--- src/rtl/ifu_fetch_pkg.sv ---
// ifu_fetch_pkg: types and constants shared by the instruction fetch stage.
//   XLEN      - address / PC width, matches the RAM port width
//   INST_W    - instruction width captured from the RAM read data
//   RESET_PC  - first fetch address after reset (RAM base)
//   fetch_state_e - fetch control states
//   fetch_entry_t - one {pc, inst, exc} queue entry
package ifu_fetch_pkg;

  localparam int unsigned XLEN     = 64;
  localparam int unsigned INST_W   = 32;
  localparam logic [XLEN-1:0] RESET_PC = 64'h8000_0000;

  typedef enum logic [1:0] {
    StRun,
    StExcPend,
    StHalt
  } fetch_state_e;

  typedef struct packed {
    logic [XLEN-1:0]   pc;
    logic [INST_W-1:0] inst;
    logic              exc;
  } fetch_entry_t;

  localparam int unsigned ENTRY_W = $bits(fetch_entry_t);

  // Instruction addresses must be 4-byte aligned.
  function automatic logic pc_aligned(input logic [XLEN-1:0] pc);
    return pc[1:0] == 2'b00;
  endfunction

endpackage

--- src/rtl/ifu_fetch_queue.sv ---
// ifu_fetch_queue: Depth-entry synchronous circular FIFO for fetch entries.
//   clk, rst_n   - clock, synchronous active-low reset
//   push, wdata  - enqueue one entry at the clock edge
//   pop          - dequeue the head entry at the clock edge
//   flush        - empty the queue; wins over push and pop
//   rdata        - head entry (registered storage, valid when !empty)
//   full, empty, count - occupancy
// Push together with pop while full is legal: occupancy stays the same.
module ifu_fetch_queue
  import ifu_fetch_pkg::*;
#(
  parameter int unsigned Depth = 2,
  localparam int unsigned PtrW = $clog2(Depth),
  localparam int unsigned CntW = PtrW + 1
) (
  input  logic               clk,
  input  logic               rst_n,
  input  logic               push,
  input  logic               pop,
  input  logic               flush,
  input  logic [ENTRY_W-1:0] wdata,
  output logic [ENTRY_W-1:0] rdata,
  output logic               full,
  output logic               empty,
  output logic [CntW-1:0]    count
);

  logic [ENTRY_W-1:0] mem_q [Depth];
  logic [PtrW-1:0]    wr_ptr_q, wr_ptr_d;
  logic [PtrW-1:0]    rd_ptr_q, rd_ptr_d;
  logic [CntW-1:0]    count_q, count_d;

  // Depth is a power of two, so pointers wrap by plain overflow.
  always_comb begin
    wr_ptr_d = wr_ptr_q;
    rd_ptr_d = rd_ptr_q;
    count_d  = count_q;
    if (flush) begin
      wr_ptr_d = '0;
      rd_ptr_d = '0;
      count_d  = '0;
    end else begin
      if (push) wr_ptr_d = wr_ptr_q + PtrW'(1);
      if (pop)  rd_ptr_d = rd_ptr_q + PtrW'(1);
      if (push && !pop) begin
        count_d = count_q + CntW'(1);
      end else if (pop && !push) begin
        count_d = count_q - CntW'(1);
      end
    end
  end

  always_ff @(posedge clk) begin
    if (!rst_n) begin
      wr_ptr_q <= '0;
      rd_ptr_q <= '0;
      count_q  <= '0;
    end else begin
      wr_ptr_q <= wr_ptr_d;
      rd_ptr_q <= rd_ptr_d;
      count_q  <= count_d;
    end
  end

  // Storage needs no reset: it is only observed through the head when !empty.
  always_ff @(posedge clk) begin
    if (rst_n && push && !flush) begin
      mem_q[wr_ptr_q] <= wdata;
    end
  end

  always_comb begin
    rdata = mem_q[rd_ptr_q];
    full  = (count_q == CntW'(Depth));
    empty = (count_q == '0);
    count = count_q;
  end

endmodule

--- src/rtl/ifu_fetch.sv ---
// ifu_fetch: instruction fetch stage feeding decode from the instruction RAM port.
//   clk, rst_n          - clock, synchronous active-low reset
//   imem_en, imem_addr  - RAM instruction read port; imem_addr is always the PC
//   imem_data           - RAM read data, same cycle; only [31:0] is used
//   redirect_valid/_pc  - PC redirect from execute; flushes the queue
//   out_valid/out_ready - handshake toward decode
//   out_pc/inst/exc     - head entry; all zero while the queue is empty
// A misaligned redirect target produces a single exception marker entry and then
// fetch halts until the next redirect.
module ifu_fetch
  import ifu_fetch_pkg::*;
#(
  parameter int unsigned QDEPTH = 2
) (
  input  logic              clk,
  input  logic              rst_n,
  output logic              imem_en,
  output logic [XLEN-1:0]   imem_addr,
  input  logic [XLEN-1:0]   imem_data,
  input  logic              redirect_valid,
  input  logic [XLEN-1:0]   redirect_pc,
  output logic              out_valid,
  input  logic              out_ready,
  output logic [XLEN-1:0]   out_pc,
  output logic [INST_W-1:0] out_inst,
  output logic              out_exc
);

  localparam int unsigned CntW = $clog2(QDEPTH) + 1;

  fetch_state_e state_q, state_d;
  logic [XLEN-1:0] pc_q, pc_d;

  logic fetch;
  logic exc_push;
  logic pop;
  logic q_full, q_empty;
  logic [ENTRY_W-1:0] q_wdata, q_rdata;
  fetch_entry_t wr_entry, head;

  logic [CntW-1:0] unused_count;
  logic            unused_data_hi;

  assign unused_data_hi = ^imem_data[XLEN-1:INST_W];

  // ---------------------------------------------------------------------------
  // FSM: state register
  always_ff @(posedge clk) begin
    if (!rst_n) begin
      state_q <= StRun;
    end else begin
      state_q <= state_d;
    end
  end

  // FSM: next state. A redirect overrides everything else in every state.
  always_comb begin
    state_d = state_q;
    if (redirect_valid) begin
      state_d = pc_aligned(redirect_pc) ? StRun : StExcPend;
    end else begin
      unique case (state_q)
        StRun:     state_d = StRun;
        StExcPend: state_d = StHalt;
        StHalt:    state_d = StHalt;
        default:   state_d = StRun;
      endcase
    end
  end

  // FSM: outputs. Fetch may refill a full queue when the head leaves this cycle.
  always_comb begin
    fetch    = 1'b0;
    exc_push = 1'b0;
    unique case (state_q)
      StRun:     fetch    = rst_n && !redirect_valid && (!q_full || pop);
      StExcPend: exc_push = rst_n && !redirect_valid;
      default:   ;
    endcase
    imem_en = fetch;
  end

  // ---------------------------------------------------------------------------
  // Program counter
  always_comb begin
    pc_d = pc_q;
    if (redirect_valid) begin
      pc_d = redirect_pc;
    end else if (fetch) begin
      pc_d = pc_q + XLEN'(4);
    end
  end

  always_ff @(posedge clk) begin
    if (!rst_n) begin
      pc_q <= RESET_PC;
    end else begin
      pc_q <= pc_d;
    end
  end

  assign imem_addr = pc_q;

  // ---------------------------------------------------------------------------
  // Queue write entry: fetched word, or the misaligned-target marker.
  always_comb begin
    wr_entry.pc   = pc_q;
    wr_entry.inst = fetch ? imem_data[INST_W-1:0] : '0;
    wr_entry.exc  = !fetch;
    q_wdata       = wr_entry;
  end

  ifu_fetch_queue #(
    .Depth (QDEPTH)
  ) u_queue (
    .clk   (clk),
    .rst_n (rst_n),
    .push  (fetch || exc_push),
    .pop   (pop),
    .flush (redirect_valid),
    .wdata (q_wdata),
    .rdata (q_rdata),
    .full  (q_full),
    .empty (q_empty),
    .count (unused_count)
  );

  // Outputs are forced quiet while reset is asserted, whatever the queue holds.
  always_comb begin
    head      = q_rdata;
    out_valid = rst_n && !q_empty;
    pop       = out_valid && out_ready;
    out_pc    = out_valid ? head.pc   : '0;
    out_inst  = out_valid ? head.inst : '0;
    out_exc   = out_valid ? head.exc  : 1'b0;
  end

endmodule

--- config.mk ---
export PLATFORM = sky130hd
export DESIGN_NAME = ifu_fetch
export DESIGN_NICKNAME = d
export VERILOG_FILES = /design/src/rtl/ifu_fetch_pkg.sv /design/src/rtl/ifu_fetch_queue.sv /design/src/rtl/ifu_fetch.sv
export SDC_FILE = /design/constraint.sdc
export NUM_CORES = 1
export LEC_CHECK = 0
export CORE_MARGIN = 5
export CORE_UTILIZATION = 55
export CTS_BUF_LIST = sky130_fd_sc_hd__clkbuf_4 sky130_fd_sc_hd__clkbuf_8
export DETAILED_ROUTE_END_ITERATION = 10
export PLACE_DENSITY = 0.89
export RECOVER_POWER = 100
export SYNTH_ARGS = -nofsm -noshare
export SYNTH_HDL_FRONTEND = slang
export SYNTH_SLANG_ARGS = --single-unit
--- constraint.sdc ---
create_clock -name clk -period 23.5 [get_ports clk]
set_input_delay 4.7 -clock clk [delete_from_list [all_inputs] [get_ports clk]]
set_output_delay 4.7 -clock clk [all_outputs]
set_load 0.1 [all_outputs]
==> impl_results.md <==
* Switching Fraction at 0.2932
* CTS root buf: clkbuf_8
* Ys Warns at 0
* RSZ-0062 raised after global routing: false
* Area Growth Syn to Fin at 25.44%
* # DRC at 0
* First-pass GRT wire length at ~53,000 um
* Worst vdd ir at 54.25 uV
* CP Data Required Time at 18.80 ns
* Leak pwr at 0.005575 uW
* Total Wirelength at 34,540 um
* Number of library cell types mapped by synthesis at 63
* Total GRT Usage at 0.2554
* Fmax at 0.05877 GHz
* Yosys top cell by area: edfxtp_1
* Routability cong. at between 0.9 and 1
* Post-Syn Instances at between 1,000 and 1,500
* Initial drt markers at 1,212
* Post-CTS resize count at 0
* CTS tree: yes
* Vias in the first global route at 9,728
* Initial Util at 0.5553
* P_sw at around 330 uW
* Worst skew pair latency at between 0.5 and 0.6 ns
* Crit Path Max Fanout at 64
* Initial antenna violation count at 1
* Postcts setup bufs at 0
* Seq/Total Area, Yosys at 0.5782
* Final #Nets at 1,443
* Mean area per synthesized cell at 11.23 um2
* Die Ht at 161.0 um
* Tcrit/Tclk final at 0.7241
* Wire length per cell at 21.20 um
* Area of the mapped netlist at 12,530 um2
* Crit Path Class: in -> out
* Dominant cells by area after synthesis: edfxtp_1 (46%), dfxtp_1 (11%), mux2i_1 (8.1%)
* Clock-pin slew on the worst setup and hold paths at ~0.06 ns
* Share of post-route cells with drive strength above 1 at 0.07520
* Slew @ Worst Pin at 4.562 ns
* CTS Buffer Depth at 3
* Gr ovfl total at 0
* Final Critical Period at roughly 17 ns
* Clock Power Share at 0.361
* Worst clock skew at 0.01490 ns
* Post-synth EDFFs at 194
* Mapped Nets at between 1,000 and 1,500
* Number of max-cap violations at 8
* CP Launch Type: input pin
* Post-route ant nets at 0
* Pins Over Slew Limit at ~390
* DRT Pass-1 Iters at 7
* Top Ports at just under 300
* H-tree Lvls at 2
* Core Rows at 55
* Die area at 25,910 um2
* Die width at 161.0 um
* Hold WC Path Type: reg -> reg
* Hold Buf Count CTS at 0
* Async S/R FF share, synth at 0
* Area share of the largest cell type after synthesis at 0.4648
* Worst hold margin at 0.4801 ns
* Clk sinks at 265
* Hold Fails Final Rpt at 0
* Largest net degree at the start of global routing at 78
* Fin Setup TNS at 0 ns
* Buffers on Ports at between 200 and 300
* Combinational cell fraction of total power at 0.158
* Routed via count at approximately 9,800
* Final HPWL DP at 22,960 um
* Failing checks: capacitance limit, slew limit
* CORE AREA at roughly 23,000 um2
* Run status: finished, violations left
* Final setup fails at 0
* Yosys reg bits at 265
* CP arrival at approximately 12 ns
* Sequential share of power at 0.481
* Main synth FF type: edfxtp_1
* Crit. End Element: output port
* PwrDens at ~72 nW/um2
* Worst rel slew slack at -2.041
* Vias per inst at around 6.0
* Int Pwr at between 800 and 900 uW
* Total CTS buffers at 44
[kinds of logic after synthesis]
kind of cell,Yosys count,share of synthesized area
AO/OA/AOI/OAI,147,0.07816
XOR/XNOR,15,0.01048
multiplexers,108,0.08694
AND/OR/NAND/NOR,433,0.1784
flip-flops,265,0.5782
adder cells (fa/ha/maj),4,0.003993
buffers and inverters,144,0.06389
[worst max-delay path: stages]
cell and delay, ns:
dlygate4sd3_1 0.53, clkbuf_1 1.37, o21ai_0 2.32, clkbuf_1 1.56
nor2_1 0.51, dlygate4sd3_1 1.29
[through the flow]
stage / setup WS (ns) / cell area (um2) / power (uW) / instances / util
finish: 6.485 / 15720 / 1136 / 1629 / 0.6966
global route: 5.962 / 15720 / 1174 / 1629 / 0.6966
floorplan: 10.95 / 12530 / 688.9 / 1116 / -
CTS: 10.89 / 15780 / 1148 / 1628 / 0.6992
global placement: 10.96 / 14880 / 734.0 / 1546 / 0.6594
detailed placement: 10.96 / 14880 / 738.5 / 1546 / 0.6594
[placed cells by master (no fill, tap or decap), drive strengths merged, types with 9 or more instances in the layout]
cell type,count
edfxtp,194
a31oi,16
mux2i,101
nand4,26
and3,18
nand3,33
a21oi,26
or4,24
o21ai,36
clkdlybuf4s50,98
or3,10
nor3,20
nand2,82
nor2,136
a211oi,9
nor4,20
clkinv,15
inv,13
dfxtp,71
and2,41
clkbuf,71
dlygate4sd3,163
[final cells by class]
cell class                      instances  area [um2]
Timing Repair Buffer                  276        2693
Clock inverter                         19       136.4
Multi-Input combinational cell        707        4476
Fill cell                            1579        6848
Sequential cell                       265        7251
Inverter                               13       48.80
Clock buffer                           63       760.7
Antenna cell                            1       2.502
Tap cell                              285       356.6
[cells in the mapped netlist (10+ instances only)]
cell type,n
and3_1,17
a31oi_1,16
clkbuf_1,49
a21oi_1,26
buf_4,65
or4_1,22
nand4_1,25
nor3_1,17
inv_1,13
o21ai_0,35
dfxtp_1,71
mux2i_1,101
or3_1,10
edfxtp_1,194
nor2_1,136
and2_1,41
nand2_1,81
nand3_1,31
nor4_1,19
[flip-flops by register name (all words and copies together), names as in the netlist, named ones only]
| signal | cells |
|---|---|
| u_queue.wr_ptr_q | 1 |
| u_queue.count | 2 |
| imem_addr | 64 |
| state_q | 2 |
| u_queue.rd_ptr_q | 1 |
| u_queue.mem_q | 194 |
[per-layer routing]
| metal | vias up | global-route usage | part of all wire |
|---|---|---|---|
| met2 | 547 | 0.4219 | 0.48 |
| met5 | - | 0 | 0 |
| met3 | 90 | 0.06672 | 0.097 |
| met4 | 0 | 0.08453 | 0.026 |
| met1 | 4688 | 0.3305 | 0.40 |
| li1 | 4486 | - | - |
[final timing paths]
path / cells after the start / slack (ns) / to / startpoint
min: 0 / 0.48 / u_queue.mem_q[1][33] / imem_addr[0]
max reg2reg: 8 / 17.11 / u_queue.mem_q[1][45] / state_q[0]
min reg2reg: 0 / 0.48 / u_queue.mem_q[1][33] / imem_addr[0]
max: 6 / 6.48 / out_pc[17] / rst_n
[power by group through the flow]
| stage | Sequential (uW) | Clock, uW | Combinational [uW] |
|---|---|---|---|
| final | 546 | 411 | 180 |
| after global routing | 549 | 439 | 187 |
| after floorplan | 548 | 0 | 141 |
| after CTS | 545 | 418 | 185 |
| after detailed placement | 554 | 0 | 184 |
| after global placement | 552 | 0 | 182 |
Power figures use the tool's default switching activity.
